## config.mk

```make
export PLATFORM = sky130hd
export DESIGN_NAME = text_line_prefetch
export DESIGN_NICKNAME = d
export VERILOG_FILES = /design/src/rtl/text_line_prefetch.sv
export SDC_FILE = /design/constraint.sdc
export NUM_CORES = 1
export LEC_CHECK = 0
export BUFFER_PORTS_ARGS = -buffer_cell sky130_fd_sc_hd__buf_4
export CORE_MARGIN = 2
export CORE_UTILIZATION = 40
export CTS_CLUSTER_DIAMETER = 50
export DETAILED_ROUTE_END_ITERATION = 8
export HOLD_SLACK_MARGIN = 0.06
export SYNTH_ARGS = -nofsm -noshare
export SYNTH_HDL_FRONTEND = slang
export SYNTH_SLANG_ARGS = --single-unit
```

## constraint.sdc

```tcl
create_clock -name vga_clk -period 4.4 [get_ports vga_clk]
set_input_delay 0.44 -clock vga_clk [delete_from_list [all_inputs] [get_ports vga_clk]]
set_output_delay 0.44 -clock vga_clk [all_outputs]
set_load 0.05 [all_outputs]
```

## src/rtl/text_line_prefetch.sv

```systemverilog
// Glyph-ROM line prefetcher for the text pages: fetches one glyph row per string character into
// a ping-pong line buffer ahead of each scanline. Define TEXT_SCALE2_EN for 2x vertical scaling.
module text_line_prefetch #(
    parameter int MAX_CHARS = 16,
    parameter int CODE_W    = 5,
    parameter int GLYPH_W   = 16,
    parameter int GLYPH_H   = 16,
    localparam int IDX_W    = $clog2(MAX_CHARS)
) (
    input  logic               vga_clk,
    input  logic               sys_rst,
    input  logic               line_start,
    input  logic [9:0]         next_y,
    input  logic [9:0]         str_top,
    input  logic [4:0]         str_len,
    input  logic               code_wr_en,
    input  logic [IDX_W-1:0]   code_wr_addr,
    input  logic [CODE_W-1:0]  code_wr_data,
    output logic               rom_rd,
    output logic [CODE_W-1:0]  rom_code,
    output logic [3:0]         rom_row,
    input  logic [GLYPH_W-1:0] rom_data,
    input  logic [IDX_W-1:0]   pix_idx,
    input  logic [3:0]         pix_col,
    output logic               pix_bit,
    output logic               busy,
    output logic               overrun
);

    typedef enum logic [1:0] {IDLE, FETCH, DRAIN} state_t;

    state_t             state_reg;
    logic [CODE_W-1:0]  code_mem [MAX_CHARS];
    logic [GLYPH_W-1:0] line_mem [2*MAX_CHARS];
    logic               disp_bank_reg;
    logic [1:0]         bank_active_reg;
    logic [4:0]         bank_len_reg [2];
    logic [IDX_W-1:0]   fetch_idx_reg;
    logic [4:0]         fetch_len_reg;
    logic               wb_valid_reg;
    logic               wb_bank_reg;
    logic [IDX_W-1:0]   wb_idx_reg;

    logic [4:0]         len_clamped;
    logic [9:0]         row_diff;
    logic               in_band;
    logic [3:0]         fetch_row;
    logic               start_fetch;
    logic               last_issue;
    logic [IDX_W-1:0]   code_sel_idx;
    logic [CODE_W-1:0]  code_sel;
    logic [GLYPH_W-1:0] disp_word;
    logic [3:0]         col_sel;

    assign len_clamped = (str_len > 5'(MAX_CHARS)) ? 5'(MAX_CHARS) : str_len;
    assign row_diff    = next_y - str_top;

`ifdef TEXT_SCALE2_EN
    assign in_band   = row_diff < 10'(2*GLYPH_H);
    assign fetch_row = row_diff[4:1];
`else
    assign in_band   = row_diff < 10'(GLYPH_H);
    assign fetch_row = row_diff[3:0];
`endif

    assign start_fetch = in_band && (len_clamped != 5'd0);
    assign last_issue  = ({1'b0, fetch_idx_reg} == (fetch_len_reg - 5'd1));

    // A write landing on the very character about to be presented is forwarded,
    // so not-yet-fetched characters always see the newest code.
    always_comb begin
        code_sel_idx = line_start ? '0 : fetch_idx_reg + 1'b1;
        code_sel     = code_mem[code_sel_idx];
        if (code_wr_en && (code_wr_addr == code_sel_idx))
            code_sel = code_wr_data;
    end

    always_ff @(posedge vga_clk or posedge sys_rst) begin
        if (sys_rst) begin
            for (int i = 0; i < MAX_CHARS; i++)
                code_mem[i] <= '0;
        end else if (code_wr_en) begin
            code_mem[code_wr_addr] <= code_wr_data;
        end
    end

    always_ff @(posedge vga_clk or posedge sys_rst) begin
        if (sys_rst) begin
            state_reg       <= IDLE;
            disp_bank_reg   <= 1'b0;
            bank_active_reg <= 2'b00;
            bank_len_reg[0] <= 5'd0;
            bank_len_reg[1] <= 5'd0;
            fetch_idx_reg   <= '0;
            fetch_len_reg   <= 5'd0;
            wb_valid_reg    <= 1'b0;
            wb_bank_reg     <= 1'b0;
            wb_idx_reg      <= '0;
            rom_rd          <= 1'b0;
            rom_code        <= '0;
            rom_row         <= 4'd0;
            busy            <= 1'b0;
            overrun         <= 1'b0;
        end else begin
            // Each issued read returns next cycle into the bank that was filling when it was issued.
            wb_valid_reg <= rom_rd;
            wb_bank_reg  <= ~disp_bank_reg;
            wb_idx_reg   <= fetch_idx_reg;

            if (line_start) begin
                disp_bank_reg <= ~disp_bank_reg;
                if (state_reg != IDLE)
                    overrun <= 1'b1;
                // The old display bank becomes the new fill bank.
                if (start_fetch) begin
                    bank_active_reg[disp_bank_reg] <= 1'b1;
                    bank_len_reg[disp_bank_reg]    <= len_clamped;
                    fetch_len_reg <= len_clamped;
                    fetch_idx_reg <= '0;
                    rom_rd        <= 1'b1;
                    rom_code      <= code_sel;
                    rom_row       <= fetch_row;
                    busy          <= 1'b1;
                    state_reg     <= FETCH;
                end else begin
                    bank_active_reg[disp_bank_reg] <= 1'b0;
                    rom_rd    <= 1'b0;
                    busy      <= 1'b0;
                    state_reg <= IDLE;
                end
            end else begin
                case (state_reg)
                    FETCH: begin
                        if (last_issue) begin
                            rom_rd    <= 1'b0;
                            state_reg <= DRAIN;
                        end else begin
                            fetch_idx_reg <= fetch_idx_reg + 1'b1;
                            rom_code      <= code_sel;
                        end
                    end
                    DRAIN: begin
                        busy      <= 1'b0;
                        state_reg <= IDLE;
                    end
                    default: begin
                        rom_rd <= 1'b0;
                        busy   <= 1'b0;
                    end
                endcase
            end
        end
    end

    always_ff @(posedge vga_clk) begin
        if (wb_valid_reg)
            line_mem[{wb_bank_reg, wb_idx_reg}] <= rom_data;
    end

    assign disp_word = line_mem[{disp_bank_reg, pix_idx}];
    assign col_sel   = 4'(GLYPH_W - 1) - pix_col;

    always_ff @(posedge vga_clk or posedge sys_rst) begin
        if (sys_rst)
            pix_bit <= 1'b0;
        else
            pix_bit <= bank_active_reg[disp_bank_reg]
                       && ({1'b0, pix_idx} < bank_len_reg[disp_bank_reg])
                       && disp_word[col_sel];
    end

endmodule
```

## After elaboration in Yosys (flattened, before gate mapping)

Memories as Yosys holds them, arrays and structs flattened.
Index checks and enable logic that the tools add are counted.

| storage, ports and cells | value |
|---|---|
| bits in registers | 123 |
| memory bits (writable) | 512 |
| input bits | 62 |
| output and inout port bits | 13 |
| logic and storage cells | 122 |
| memories kept | 1 |

| cells by class | value |
|---|---|
| $add $sub $neg | 4 |
| order comparisons | 11 |
| equality and inequality tests | 9 |
| mux-type cells | 42 |
| bitwise operators | 7 |
| reduce and logical (&&, ||, !) cells | 16 |

Memory list:

| name | depth | bits a word | read ports | clocked after memory_dff | write ports | line | source |
|---|---|---|---|---|---|---|---|
| line_mem | 32 | 16 | 1 | 0 | 1 | 34 | `logic [GLYPH_W-1:0] line_mem [2*MAX_CHARS];` |

Operators by type and width:

| operator | number |
|---|---|
| bitwise mux 80 bit | 1 |
| 2-to-1 mux 5 bit | 13 |
| binary-select mux 5 bit (select 4 bit) | 1 |
| demux 5 bit (select 4 bit) | 1 |
| 2-to-1 mux 4 bit | 5 |
| 2-to-1 mux 1 bit | 12 |
| bitwise mux 10 bit | 1 |
| greater-or-equal comparator 5 bit, second input constant | 2 |
| < comparator 10 x 5 -> 1 bit, second input constant | 1 |
| inverter 4 -> 5 bit | 2 |
| subtractor 10 bit | 1 |
| AND reduction 2 bit | 4 |
| logical AND 1 bit | 7 |
| 2-to-1 mux 2 bit | 3 |
| inequality test 2 bit, second input constant | 3 |
| demux 5 bit (select 1 bit) | 1 |
| equality test 4 x 5 -> 1 bit | 1 |
| > comparator 5 bit, second input constant | 1 |
| < comparator 4 x 5 -> 1 bit | 1 |
| < comparator 4 x 5 -> 1 bit, second input constant | 1 |
| < comparator 5 x 1 -> 1 bit, second input constant | 1 |
| nonzero test 5 bit | 1 |
| subtractor 5 x 1 -> 5 bit, second input constant | 1 |
| adder 4 x 1 -> 4 bit, second input constant | 1 |
| 22 further kinds | 23 |

## Longest topological paths before layout

| logic depth | value |
|---|---|
| depth in word-level cells | 10 |
| gate-level depth with buffers | 12 |
| gate-level depth less buffers | 11 |

## Least setup slack after synthesis

OpenSTA, ideal clock, no wires.

| timing path | value |
|---|---|
| path kind | reg2reg |
| from | register disp_bank_reg |
| to | register pix_bit |
| library setup time | 101 ps |
| arrival | 2970 ps |
| data required time | 4299 ps |
| setup slack | 1330 ps |
| stages on the path, launching flop included | 12 |
| buffers on the path | 3 |
| clock period less this slack | 3070 ps |
| cells stage by stage | dfrtp_1 > clkbuf_1 > clkbuf_1 > clkbuf_1 > mux2i_1 > ha_1 > or3_1 > o221ai_1 > o311a_1 > o211ai_1 > or4_1 > o32ai_1 |

| between the ends | value |
|---|---|
| longest elaborated chain between the ends | 7 |
| elaborated cells on any way between the ends | 12 |
| classes of those cells | order compare: 1; mux: 7; bitwise: 1; reduce/logical: 2; memory: 1 |

Ends and longest elaborated chain:

| item | line | source |
|---|---|---|
| from (decl) | 35 | `logic disp_bank_reg;` |
| from (signal assigned) | 111 | `disp_bank_reg <= ~disp_bank_reg;` |
| branches (longest 6 deep; another with memory (32 x 16 bit)) | - |  |
| logical AND 1 bit (*) | 169 | `&& disp_word[col_sel];` |
| to (signal assigned) | 167 | `pix_bit <= bank_active_reg[disp_bank_reg]` |
| to (decl) | 25 | `output logic pix_bit,` |

Every way passes the cells marked *. The select of a mux whose other input is x is not followed.
A chain may end at the register's enable or synchronous reset.

## Worst setup path in the final report

| timing path | value |
|---|---|
| from | register fetch_idx_reg[1] |
| to | register rom_code[2] |

| between the ends | value |
|---|---|
| longest elaborated chain between the ends | 10 |
| elaborated cells on any way between the ends | 16 |
| classes of those cells | add/sub: 1; eq/ne: 3; mux: 9; bitwise: 1; reduce/logical: 2 |

Ends and longest elaborated chain:

| item | line | source |
|---|---|---|
| from (decl) | 38 | `logic [IDX_W-1:0] fetch_idx_reg;` |
| from (signal assigned) | 138 | `fetch_idx_reg <= fetch_idx_reg + 1'b1;` |
| adder 4 x 1 -> 4 bit | 72 | `code_sel_idx = line_start ? '0 : fetch_idx_reg + 1'b1;` |
| 2-to-1 mux 4 bit | 72 |  |
| inverter 4 -> 5 bit (not written as such) | 73 | `code_sel = code_mem[code_sel_idx];` |
| binary-select mux 5 bit (select 4 bit) | 73 |  |
| 2-to-1 mux 5 bit (not written as such) (2 in series) | 73 |  |
| 2-to-1 mux 5 bit | 74 | `if (code_wr_en && (code_wr_addr == code_sel_idx))` |
| 2-to-1 mux 5 bit | 134 | `if (last_issue) begin` |
| 2-to-1 mux 5 bit | 132 | `case (state_reg)` |
| 2-to-1 mux 5 bit | 110 | `if (line_start) begin` |
| to (signal assigned) | 121 | `rom_code <= code_sel;` |
| to (signal assigned) | 139 | `rom_code <= code_sel;` |
| to (decl) | 20 | `output logic [CODE_W-1:0] rom_code,` |

Parallel ways exist; a longest one is shown, timed or not. The select of a mux whose other input is x is not followed.

==> flow_metrics.py <==
metrics = {
    "detailed_routing": {
        "dr.pass1.iters": 5,
        "via_count": 14000,
        "drtIter0Drc": 1146,
        "vias_per_cell": 5.67,
        "wl_um": 62300,
        "wl_per_cell_um": 25.2,
        "postRouteAntennaNets": 0,
        "drc": 0,
    },
    "global_routing": {
        "grt_pass1_wl_um": 93500,
        "grt_pass1_vias": 14500,
        "grt_usage_pct": 18.8,
        "antenna_found_initial": 4,
        "overflow": 0,
        "grt_max_degree": 72,
    },
    "timing": {
        "rsz0062_at_grt": "false",
        "tns_ns": 0,
        "slew_violations": 0,
        "layout_worst_path_cycle_share_pct": 73.7,
        "skew_ns": 0.0198,
        "hold_violations": 0,
        "timing.final.crit_period_ns": 3.24,
        "setup_violations": 0,
        "max_freq_mhz": 309,
        "worst_slew_pin_slew_ns": 1.19,
        "worst_hold_slack_ns": 0.0533,
        "slew_headroom_pct": 20.5,
        "layout_setup_ws_ns": 1.16,
    },
    "yosys": {
        "syn_nets": 1517,
        "synth.distinct_cells": 68,
        "avgSynthCellArea_um2": 18.1,
        "ys_async_sr_fraction_pct": 19.4,
        "synth-edff-count": 512,
        "ys_ff_latch": 635,
        "dominantRegCellSynth": "edfxtp_1",
        "syn_area_um2": 26100,
        "yosysWarningCount": 0,
        "synth_cells": 1440,
        "seq_area_frac_synth_pct": 70.8,
    },
    "cts": {
        "ctsHtreeMaxLevel": 3,
        "cts_inserted_buffers": 71,
        "clk_pin_slew_ns": 0.06,
        "postCtsHoldBufs": 0,
        "cts_root_buf": "clkbuf_16",
        "cts_setup_buffers": 0,
        "cts_resized": 0,
        "insertion_delay_ns": 0.61,
        "clock-sinks": 635,
        "cts_buffer_depth": 3,
        "cts_tree": "yes",
    },
    "floorplanning": {
        "core-area_um2": 64500,
        "pin_count": 75,
        "dieHeight_um": 259,
        "start_util_pct": 40.4,
        "die_area_um2": 67200,
        "die_w_um": 259,
        "num_rows": 93,
    },
    "setup_path": {
        "cp-start-kind": "flop",
        "crit_path_end_kind": "flop",
        "critPathRequiredTime_ns": 4.89,
        "cp_slowest_cell": "nand2b_1",
        "cpPeakStageDelay_ns": 0.55,
        "reg2reg_depth": 8,
        "critPathArrivalTime_ns": 3.73,
        "critical_path_class": "flop to flop",
        "cp_max_fo": 21,
        "crit_chain": "ha_1 > nand2b_1 > a211oi_1 > a311oi_1 > a211oi_1 > a31oi_1 > mux2_2 > mux2_2",
    },
    "place": {
        "io_buffers": 74,
        "placed_area_um2": 27700,
        "pre_cts_slack_ns": 1.01,
        "place_hpwl_um": 38600,
        "place.gp.congestion": 0.877,
    },
    "final_layout": {
        "nets": 1645,
        "drive_gt1_share_pct": 29.1,
        "largest_register_ffs": 512,
        "diodes": 0,
        "final_area_um2": 30000,
        "multi_input_area_um2": 7120,
        "ff_latch_area_um2": 18500,
        "syn2layout_area_growth_pct": 15.3,
        "num-fill-cells": 5493,
        "finish.utilization_pct": 46.6,
    },
    "power": {
        "power_density_nw_per_um2": 481,
        "p_leak_nw": 10.4,
        "ir_drop_uv": 307,
    },
    "flow_run": {
        "max_cap_violations": 0,
    },
    "run_status": {
        "status": "finished clean",
    },
    "min_path": {
        "hp-class": "primary input to asynchronous set/reset pin",
    },
}
[synthesized netlist by cell type, drive strengths merged, types with 13 or more instances]
cell type  instances  area share (%)
edfxtp           512              59
nor2              61            0.88
nor2b             28            0.67
a211oi            26            0.75
nand3             22            0.46
ha                14            0.67
mux2i             47             1.8
buf               36             1.1
dfrtp            123              12
o21ai             24            0.46
mux2             112             4.8
nand2             54            0.78
o221ai            14            0.47
clkbuf            36            0.52
inv               18            0.26
mux4             113             9.8
a21oi             17            0.34
o22ai             13            0.31
nand2b            17            0.41
[through the flow]
| step | total power [W] | instances |
|---|---|---|
| final | 0.0144 | 2475 |
| after global routing | 0.0150 | 2475 |
| after CTS | 0.0146 | 2475 |
| after detailed placement | 0.00870 | 2350 |
| after global placement | 0.00867 | 2350 |
| after floorplan | 0.00813 | 1440 |
[final timing paths]
check                                      endpoint  slack [ns]                          from
max                         rom_code[2]$_DFFE_PP0P_        1.16  fetch_idx_reg[1]$_DFFE_PP0P_
min                        code_mem[64]$_DFFE_PP0P_        0.05                       sys_rst
max reg2reg                 rom_code[2]$_DFFE_PP0P_        1.16  fetch_idx_reg[1]$_DFFE_PP0P_
min reg2reg                     overrun$_DFFE_PP0P_        0.48           overrun$_DFFE_PP0P_
max in group asynchronous  code_mem[12]$_DFFE_PP0P_        3.40                       sys_rst
min in group vga_clk         rom_row[0]$_DFFE_PP0P_        0.14                    str_top[0]
[placed cells by master, fill, tap and decap left out, types with 11 or more instances in the layout]
cell type / instances
a211oi_1: 26
a21oi_1: 16
a221oi_1: 11
a22o_1: 12
a22oi_1: 12
buf_4: 124
clkbuf_1: 11
clkbuf_16: 72
clkinv_2: 11
dfrtp_1: 123
edfxtp_1: 512
ha_1: 14
inv_1: 17
mux2_2: 110
mux2i_1: 47
mux4_2: 113
nand2_1: 54
nand2b_1: 17
nand3_1: 20
nor2_1: 56
nor2b_1: 28
o21ai_0: 23
o221ai_1: 14
o22ai_1: 13
[power by group]
part           total (W)  internal, W  switching, W
clock            0.00587      0.00350       0.00237
combinational    0.00163     0.000674      0.000959
sequential       0.00695      0.00676      0.000181
total             0.0144       0.0109       0.00351
[metal layers]
metal,GRT usage (%),wire length [um],vias to the layer above
met4,5.44,1550,8
met1,25.5,26300,7416
li1,-,-,6062
met2,30.5,30300,447
met5,0,58,-
met3,4.29,4160,96
[cell type report]
type                       count  area share (%)
clock buffer                  87            6.32
inverter                      19           0.246
tap                          855            3.56
sequential                   635            61.4
multi-input combinational    714            23.7
timing repair buffer         127            3.25
clock inverter                38            1.45
[worst max-delay path: cells and delay by family (launching register included)]
kind	cells	cell delay, ns
mux	2	0.57
fa+ha+maj	1	0.51
simple gates	1	0.55
flops	1	0.43
compound gates	4	1.06
[kinds of logic (layout without fill, tap and decap cells)]
| kind of cell | after synthesis | in the layout | synth area share, % |
|---|---|---|---|
| XOR/XNOR | 17 | 17 | 0.571 |
| AND/OR/NAND/NOR | 230 | 230 | 4.48 |
| multiplexers | 272 | 272 | 16.4 |
| buffers and inverters | 91 | 271 | 1.88 |
| adder cells (fa/ha/maj) | 15 | 15 | 0.749 |
| flip-flops | 635 | 635 | 70.8 |
| AO/OA/AOI/OAI | 180 | 180 | 5.08 |
No activity file was read; power rests on OpenSTA's default activity.
